**src/rtl/btn_pkg.sv**
```systemverilog
// Shared types and default timing constants for the push-button conditioner.
package btn_pkg;

  typedef enum logic [1:0] {
    STABLE_LOW,
    WAIT_HIGH,
    STABLE_HIGH,
    WAIT_LOW
  } btn_state_t;

  localparam int unsigned DEB_10MS_100MHZ = 1_000_000;
  localparam int unsigned LONG_1S_100MHZ  = 100_000_000;

endpackage

```
**src/rtl/button_conditioner_if.sv**
```systemverilog
// Button pin and conditioned outputs; the conditioner takes the slave side.
interface button_conditioner_if;

  logic din;
  logic level;
  logic rising;
  logic falling;
  logic long;

  modport master (
    output din,
    input  level,
    input  rising,
    input  falling,
    input  long
  );

  modport slave (
    input  din,
    output level,
    output rising,
    output falling,
    output long
  );

endinterface

```
**src/rtl/sync_2ff.sv**
```systemverilog
// Two-stage synchronizer for asynchronous single-bit pins, cleared by synchronous reset.
module sync_2ff (
  input  logic clock,
  input  logic reset,
  input  logic d,
  output logic q
);

  logic meta;

  always_ff @(posedge clock) begin
    if (reset) begin
      meta <= 1'b0;
      q    <= 1'b0;
    end else begin
      meta <= d;
      q    <= meta;
    end
  end

endmodule

```
**src/rtl/button_conditioner.sv**
```systemverilog
// Debounced level plus press/release pulses for one mechanical button.
// Optional long-press pulse is built only when BUTTON_LONGPRESS_EN is defined.
//
// state       | meaning
// STABLE_LOW  | button committed released
// WAIT_HIGH   | input high, debouncing a press
// STABLE_HIGH | button committed pressed
// WAIT_LOW    | input low, debouncing a release
module button_conditioner
  import btn_pkg::*;
#(
  parameter int unsigned DEB_CYCLES  = DEB_10MS_100MHZ,
  parameter int unsigned LONG_CYCLES = LONG_1S_100MHZ
) (
  input logic                 clock,
  input logic                 reset,
  button_conditioner_if.slave bus
);

  localparam int CW = (DEB_CYCLES > 1) ? $clog2(DEB_CYCLES) : 1;
  localparam logic [CW-1:0] DEB_LAST = CW'(DEB_CYCLES - 1);

  btn_state_t    state;
  logic [CW-1:0] cnt;
  logic          din_s;
  logic          deb_done;
  logic          level_r;
  logic          rising_r;
  logic          falling_r;

  sync_2ff u_sync (
    .clock (clock),
    .reset (reset),
    .d     (bus.din),
    .q     (din_s)
  );

  assign deb_done = (cnt == DEB_LAST);

  always_ff @(posedge clock) begin
    if (reset) begin
      state     <= STABLE_LOW;
      cnt       <= '0;
      level_r   <= 1'b0;
      rising_r  <= 1'b0;
      falling_r <= 1'b0;
    end else begin
      rising_r  <= 1'b0;
      falling_r <= 1'b0;
      case (state)
        STABLE_LOW: begin
          if (din_s) begin
            state <= WAIT_HIGH;
            cnt   <= '0;
          end
        end
        WAIT_HIGH: begin
          if (!din_s) begin
            state <= STABLE_LOW;
            cnt   <= '0;
          end else if (deb_done) begin
            state    <= STABLE_HIGH;
            cnt      <= '0;
            level_r  <= 1'b1;
            rising_r <= 1'b1;
          end else begin
            cnt <= cnt + 1'b1;
          end
        end
        STABLE_HIGH: begin
          if (!din_s) begin
            state <= WAIT_LOW;
            cnt   <= '0;
          end
        end
        WAIT_LOW: begin
          if (din_s) begin
            state <= STABLE_HIGH;
            cnt   <= '0;
          end else if (deb_done) begin
            state     <= STABLE_LOW;
            cnt       <= '0;
            level_r   <= 1'b0;
            falling_r <= 1'b1;
          end else begin
            cnt <= cnt + 1'b1;
          end
        end
        default: begin
          state <= STABLE_LOW;
          cnt   <= '0;
        end
      endcase
    end
  end

  assign bus.level   = level_r;
  assign bus.rising  = rising_r;
  assign bus.falling = falling_r;

`ifdef BUTTON_LONGPRESS_EN
  localparam int HW = (LONG_CYCLES > 1) ? $clog2(LONG_CYCLES) : 1;
  localparam logic [HW-1:0] HOLD_LAST = HW'(LONG_CYCLES - 1);

  logic [HW-1:0] hold;
  logic          long_done;
  logic          long_r;
  logic          enter_high;
  logic          leave_high;

  assign enter_high = (state == WAIT_HIGH) && din_s && deb_done;
  assign leave_high = (state == WAIT_LOW) && !din_s && deb_done;

  // A release committing on the terminal hold cycle wins: no long pulse alongside falling.
  always_ff @(posedge clock) begin
    if (reset) begin
      hold      <= '0;
      long_done <= 1'b0;
      long_r    <= 1'b0;
    end else begin
      long_r <= 1'b0;
      if (enter_high || leave_high) begin
        hold      <= '0;
        long_done <= 1'b0;
      end else if ((state == STABLE_HIGH) || (state == WAIT_LOW)) begin
        if (hold != HOLD_LAST) begin
          hold <= hold + 1'b1;
        end else if (!long_done) begin
          long_r    <= 1'b1;
          long_done <= 1'b1;
        end
      end
    end
  end

  assign bus.long = long_r;
`else
  // Without long-press support LONG_CYCLES has no effect and long stays low.
  assign bus.long = (LONG_CYCLES == 0) & 1'b0;
`endif

endmodule
```
**src/flat_wrapper.sv**
```systemverilog
// flat-port wrapper written by rule: the top's interface ports become plain ports
module button_conditioner_flat import btn_pkg::*;
#(
  parameter int unsigned DEB_CYCLES  = DEB_10MS_100MHZ,
  parameter int unsigned LONG_CYCLES = LONG_1S_100MHZ
)
  (clock, reset, bus_din, bus_level, bus_rising, bus_falling, bus_long);
  button_conditioner_if bus_i ();
  input logic clock;
  input logic reset;
  input wire logic [$bits(bus_i.din)-1:0] bus_din;
  output wire logic [$bits(bus_i.level)-1:0] bus_level;
  output wire logic [$bits(bus_i.rising)-1:0] bus_rising;
  output wire logic [$bits(bus_i.falling)-1:0] bus_falling;
  output wire logic [$bits(bus_i.long)-1:0] bus_long;
  assign bus_i.din = bus_din;
  assign bus_level = bus_i.level;
  assign bus_rising = bus_i.rising;
  assign bus_falling = bus_i.falling;
  assign bus_long = bus_i.long;
  button_conditioner #(.DEB_CYCLES(DEB_CYCLES), .LONG_CYCLES(LONG_CYCLES)) u_core (.clock(clock), .reset(reset), .bus(bus_i));
endmodule
```
**config.mk**
```make
export PLATFORM = sky130hd
export DESIGN_NAME = button_conditioner_flat
export DESIGN_NICKNAME = d
export VERILOG_FILES = /design/src/rtl/btn_pkg.sv /design/src/rtl/button_conditioner_if.sv /design/src/rtl/sync_2ff.sv /design/src/rtl/button_conditioner.sv /design/src/flat_wrapper.sv
export SDC_FILE = /design/constraint.sdc
export NUM_CORES = 1
export LEC_CHECK = 0
export ABC_AREA = 1
export CAP_MARGIN = 20
export CELL_PAD_IN_SITES_DETAIL_PLACEMENT = 1
export CELL_PAD_IN_SITES_GLOBAL_PLACEMENT = 1
export CORE_MARGIN = 8
export CORE_UTILIZATION = 30
export DETAILED_ROUTE_END_ITERATION = 16
export GPL_ROUTABILITY_DRIVEN = 0
export GPL_TIMING_DRIVEN = 0
export PLACE_DENSITY_LB_ADDON = 0.15
export REMOVE_ABC_BUFFERS = 1
export SETUP_SLACK_MARGIN = 0.5
export SYNTH_ARGS = -nofsm -noshare
export SYNTH_HDL_FRONTEND = slang
export SYNTH_HIERARCHICAL = 1
export SYNTH_SLANG_ARGS = --single-unit
export TNS_END_PERCENT = 20
```
**constraint.sdc**
```tcl
create_clock -name clock -period 1.9 [get_ports clock]
set_clock_uncertainty 0.15 [all_clocks]
set_input_delay 0.285 -clock clock [delete_from_list [all_inputs] [get_ports clock]]
set_output_delay 0.285 -clock clock [all_outputs]
set_load 0.02 [all_outputs]
```
==> impl_metrics.csv <==
group,metric,value,unit
worst_hold_path,hp-start,"u_core/u_sync/meta",
setup_path,path_delay_family,"buffers and inverters",
synthesis,syn_area,1470,µm²
setup_path,startpoint_type,"flop",
worst_hold_path,worst_hold_path.num_cells,2,
timing,relSlewSlack,0.620,
cells_and_area,area_delta_synth_final,23.4,%
setup_path,reg2reg_slack,240,ps
detailed_routing,wl_per_cell,13.4,µm
grt,antenna_found_initial,0,
detailed_routing,drcViolationCount,0,
timing,setup_viol,0,
placement,port_buffers,5,
placement,post-dp-hpwl,2820,µm
floorplanning,die_x,86.1,µm
setup_path,worst-path-max-fanout,2,
cells_and_area,final_net_count,249,
timing,grt_setup_unrepaired,"true",
clocking,cts_hold_buf,0,
setup_path,worstPathCellList,"clkdlybuf4s50_1",
cells_and_area,utilization,0.385,
setup_path,regToRegStartpoint,"u_core/cnt[0]",
setup_path,cp.arrival,1220,ps
pwr,leakagePower,0.649,nW
synthesis,synth_warnings,6,
synthesis,syn_inst,227,
cells_and_area,antennaDiodeCount,0,
timing,fmaxAchievable,602,MHz
clocking,clkTransAtPathRegs,100,ps
floorplanning,die_y,86.1,µm
detailed_routing,ant_nets,0,
timing,tightestPinTransition,570,ps
grt,grt.total_usage,0.121,
grt,grt_pass1_wl,7250,µm
detailed_routing,viasPerCell,4.72,
timing,fin_ws,240,ps
detailed_routing,first_pass_iters,4,
setup_path,crit_buf_inv,1,
setup_path,critPathKind,"flop to output port",
clocking,cts_buffers,3,
synthesis,synth_top_area_frac,0.367,
detailed_routing,routed_wl,4150,µm
synthesis,synth_seq_area_share,0.367,
clocking,clock_latency,270,ps
synthesis,syn_area_per_cell,6.49,µm²
timing,period_share,0.874,
synthesis,synth_area_leaders,"dfxtp_1, nand2_1, inv_1",
synthesis,synth_top_cells_by_count,"nand2_1, dfxtp_1, inv_1, nor2_1, a21oi_1",
setup_path,crit_path_top_delay_cell,"clkdlybuf4s50_1",
grt,grt_overflow_total,0,
floorplanning,coreArea,4720,µm²
cells_and_area,fill_cells,626,
clocking,cts-root-buf,"clkbuf_8",
timing,slew_viol_final,0,
floorplanning,initial_core_util,0.312,
timing,hold_viol,0,
setup_path,ff2ff_path_depth,8,
worst_hold_path,min_path_type,"flop to flop",
setup_path,worstSetupEndpointType,"output port",
outcome,status,"completed",
clocking,clockBufferDepth,2,
placement,post-place-ws,-283,ps
grt,grt_max_degree,16,
floorplanning,ios,7,
timing,fin_crit,1660,ps
grt,grt_pass1_vias,1555,
synthesis,synthDistinctLibCells,28,
floorplanning,num_rows,25,
detailed_routing,drt_iter0_markers,57,
setup_path,r2r_end,"u_core/cnt[14]",
floorplanning,dieArea,7410,µm²
clocking,cts.sinks,27,
setup_path,max_stage_delay,610,ps
clocking,cts_tree,"built",
synthesis,synth_edf_count,0,
job,maxCapViolCount,0,
setup_path,worst-endpoint-required,1460,ps
detailed_routing,vias,1468,
synthesis,synthArstFlopShare,0,
synthesis,synth.most_common_cell,"nand2_1",
cells_and_area,regArea,551,µm²
pwr,peakVddDrop,0.000197,V
cells_and_area,multi_input_area,876,µm²
synthesis,ys.flop_type,"dfxtp_1",
synthesis,ys_seq_elements,27,
synthesis,synth_area_leader_cell,"dfxtp_1",
clocking,htreeDepth,1,
worst_hold_path,whs_endpoint,"u_core/u_sync/q",
setup_path,path_depth,1,
cells_and_area,drive_above_1_share,0.184,
pwr,power_density,539,nW/µm²
==> report_power, final <==
group / switching, mW / internal, mW / total [mW] / leakage, nW
Clock: 0.191 / 0.147 / 0.338 / 0.0255
Sequential: 0.00494 / 0.567 / 0.572 / 0.221
Combinational: 0.0451 / 0.0243 / 0.0693 / 0.403
==> layer usage <==
| layer | global-route usage | vias up | wire length, µm |
|---|---|---|---|
| li1 | - | 761 | - |
| met3 | 0.0181 | 2 | 106 |
| met2 | 0.208 | 18 | 1920 |
| met4 | 0.0287 | 0 | 24 |
| met1 | 0.154 | 687 | 2110 |
| met5 | 0 | - | 0 |
==> cell type report <==
type / instances / share of cell area
multi-input cells: 168 / 0.482
clock buffers: 3 / 0.0227
clock inverters: 1 / 0.00275
flip-flops and latches: 27 / 0.303
repair inverters: 1 / 0.00344
inverters: 27 / 0.0619
well taps: 67 / 0.0461
repair buffers: 17 / 0.0785
==> timing repair <==
item,in CTS,in global routing
hold endpoints to repair,0,0
buffers inserted,9,3
pin swaps,5,8
cloned,1,0
setup endpoints to repair,28,28
resized for setup,22,12
==> per-stage QoR <==
stage                     TNS [ps]  std cells  hold slack (ps)  cell area, µm²  power [mW]
final                            0        311              264            1820       0.979
after global routing             0        311              289            1820        1.02
after CTS                        0        308              272            1760       0.996
after detailed placement     -3040        294              256            1570       0.640
after global placement       -2960        294              252            1570       0.640
after floorplan                  0        222              204            1440       0.615
==> how the worst max path moves through the flow <==
stage                          start          endpoint  slack, ps
finish              u_core/bus.level         bus_level        240
global route           u_core/cnt[0]    u_core/cnt[12]        140
CTS                    u_core/cnt[0]     u_core/cnt[4]        230
detailed placement             reset  u_core/bus.level       -280
global placement               reset  u_core/bus.level       -290
floorplan              u_core/cnt[0]    u_core/cnt[14]        290
==> cells in the final DEF, fill, tap and decap left out, types with 2 or more instances in the layout <==
| master | instances |
|---|---|
| o21ai_1 | 2 |
| clkdlybuf4s50_1 | 4 |
| o21a_1 | 2 |
| nand2_2 | 5 |
| nor3_1 | 2 |
| clkbuf_8 | 3 |
| nor2_1 | 24 |
| nand3_2 | 2 |
| dfxtp_2 | 2 |
| nand3_1 | 13 |
| o22ai_1 | 2 |
| nor2_4 | 4 |
| dfxtp_1 | 23 |
| inv_1 | 25 |
| nand4_1 | 5 |
| o21ai_0 | 10 |
| nand2_4 | 2 |
| nand2_1 | 64 |
| a21oi_1 | 17 |
| buf_4 | 11 |
| o21ai_2 | 2 |
| dfxtp_4 | 2 |
==> cell families (layout without fill, tap and decap cells) <==
family	Yosys count	in the layout	share of synthesized area
AO/OA/AOI/OAI	36	36	0.130
XOR/XNOR	3	3	0.0178
adder cells (fa/ha/maj)	1	1	0.00849
buffers and inverters	32	49	0.0935
flip-flops	27	27	0.367
other	1	1	0.00255
AND/OR/NAND/NOR	127	127	0.381
==> registers in the layout (all words and copies together), names as in the netlist, named ones only <==
name                flops
u_core/bus.falling      1
u_core/bus.level        1
u_core/bus.rising       1
u_core/cnt             20
u_core/state            1
u_core/u_sync/meta      1
u_core/u_sync/q         1
(Power assumes the default switching activity.)
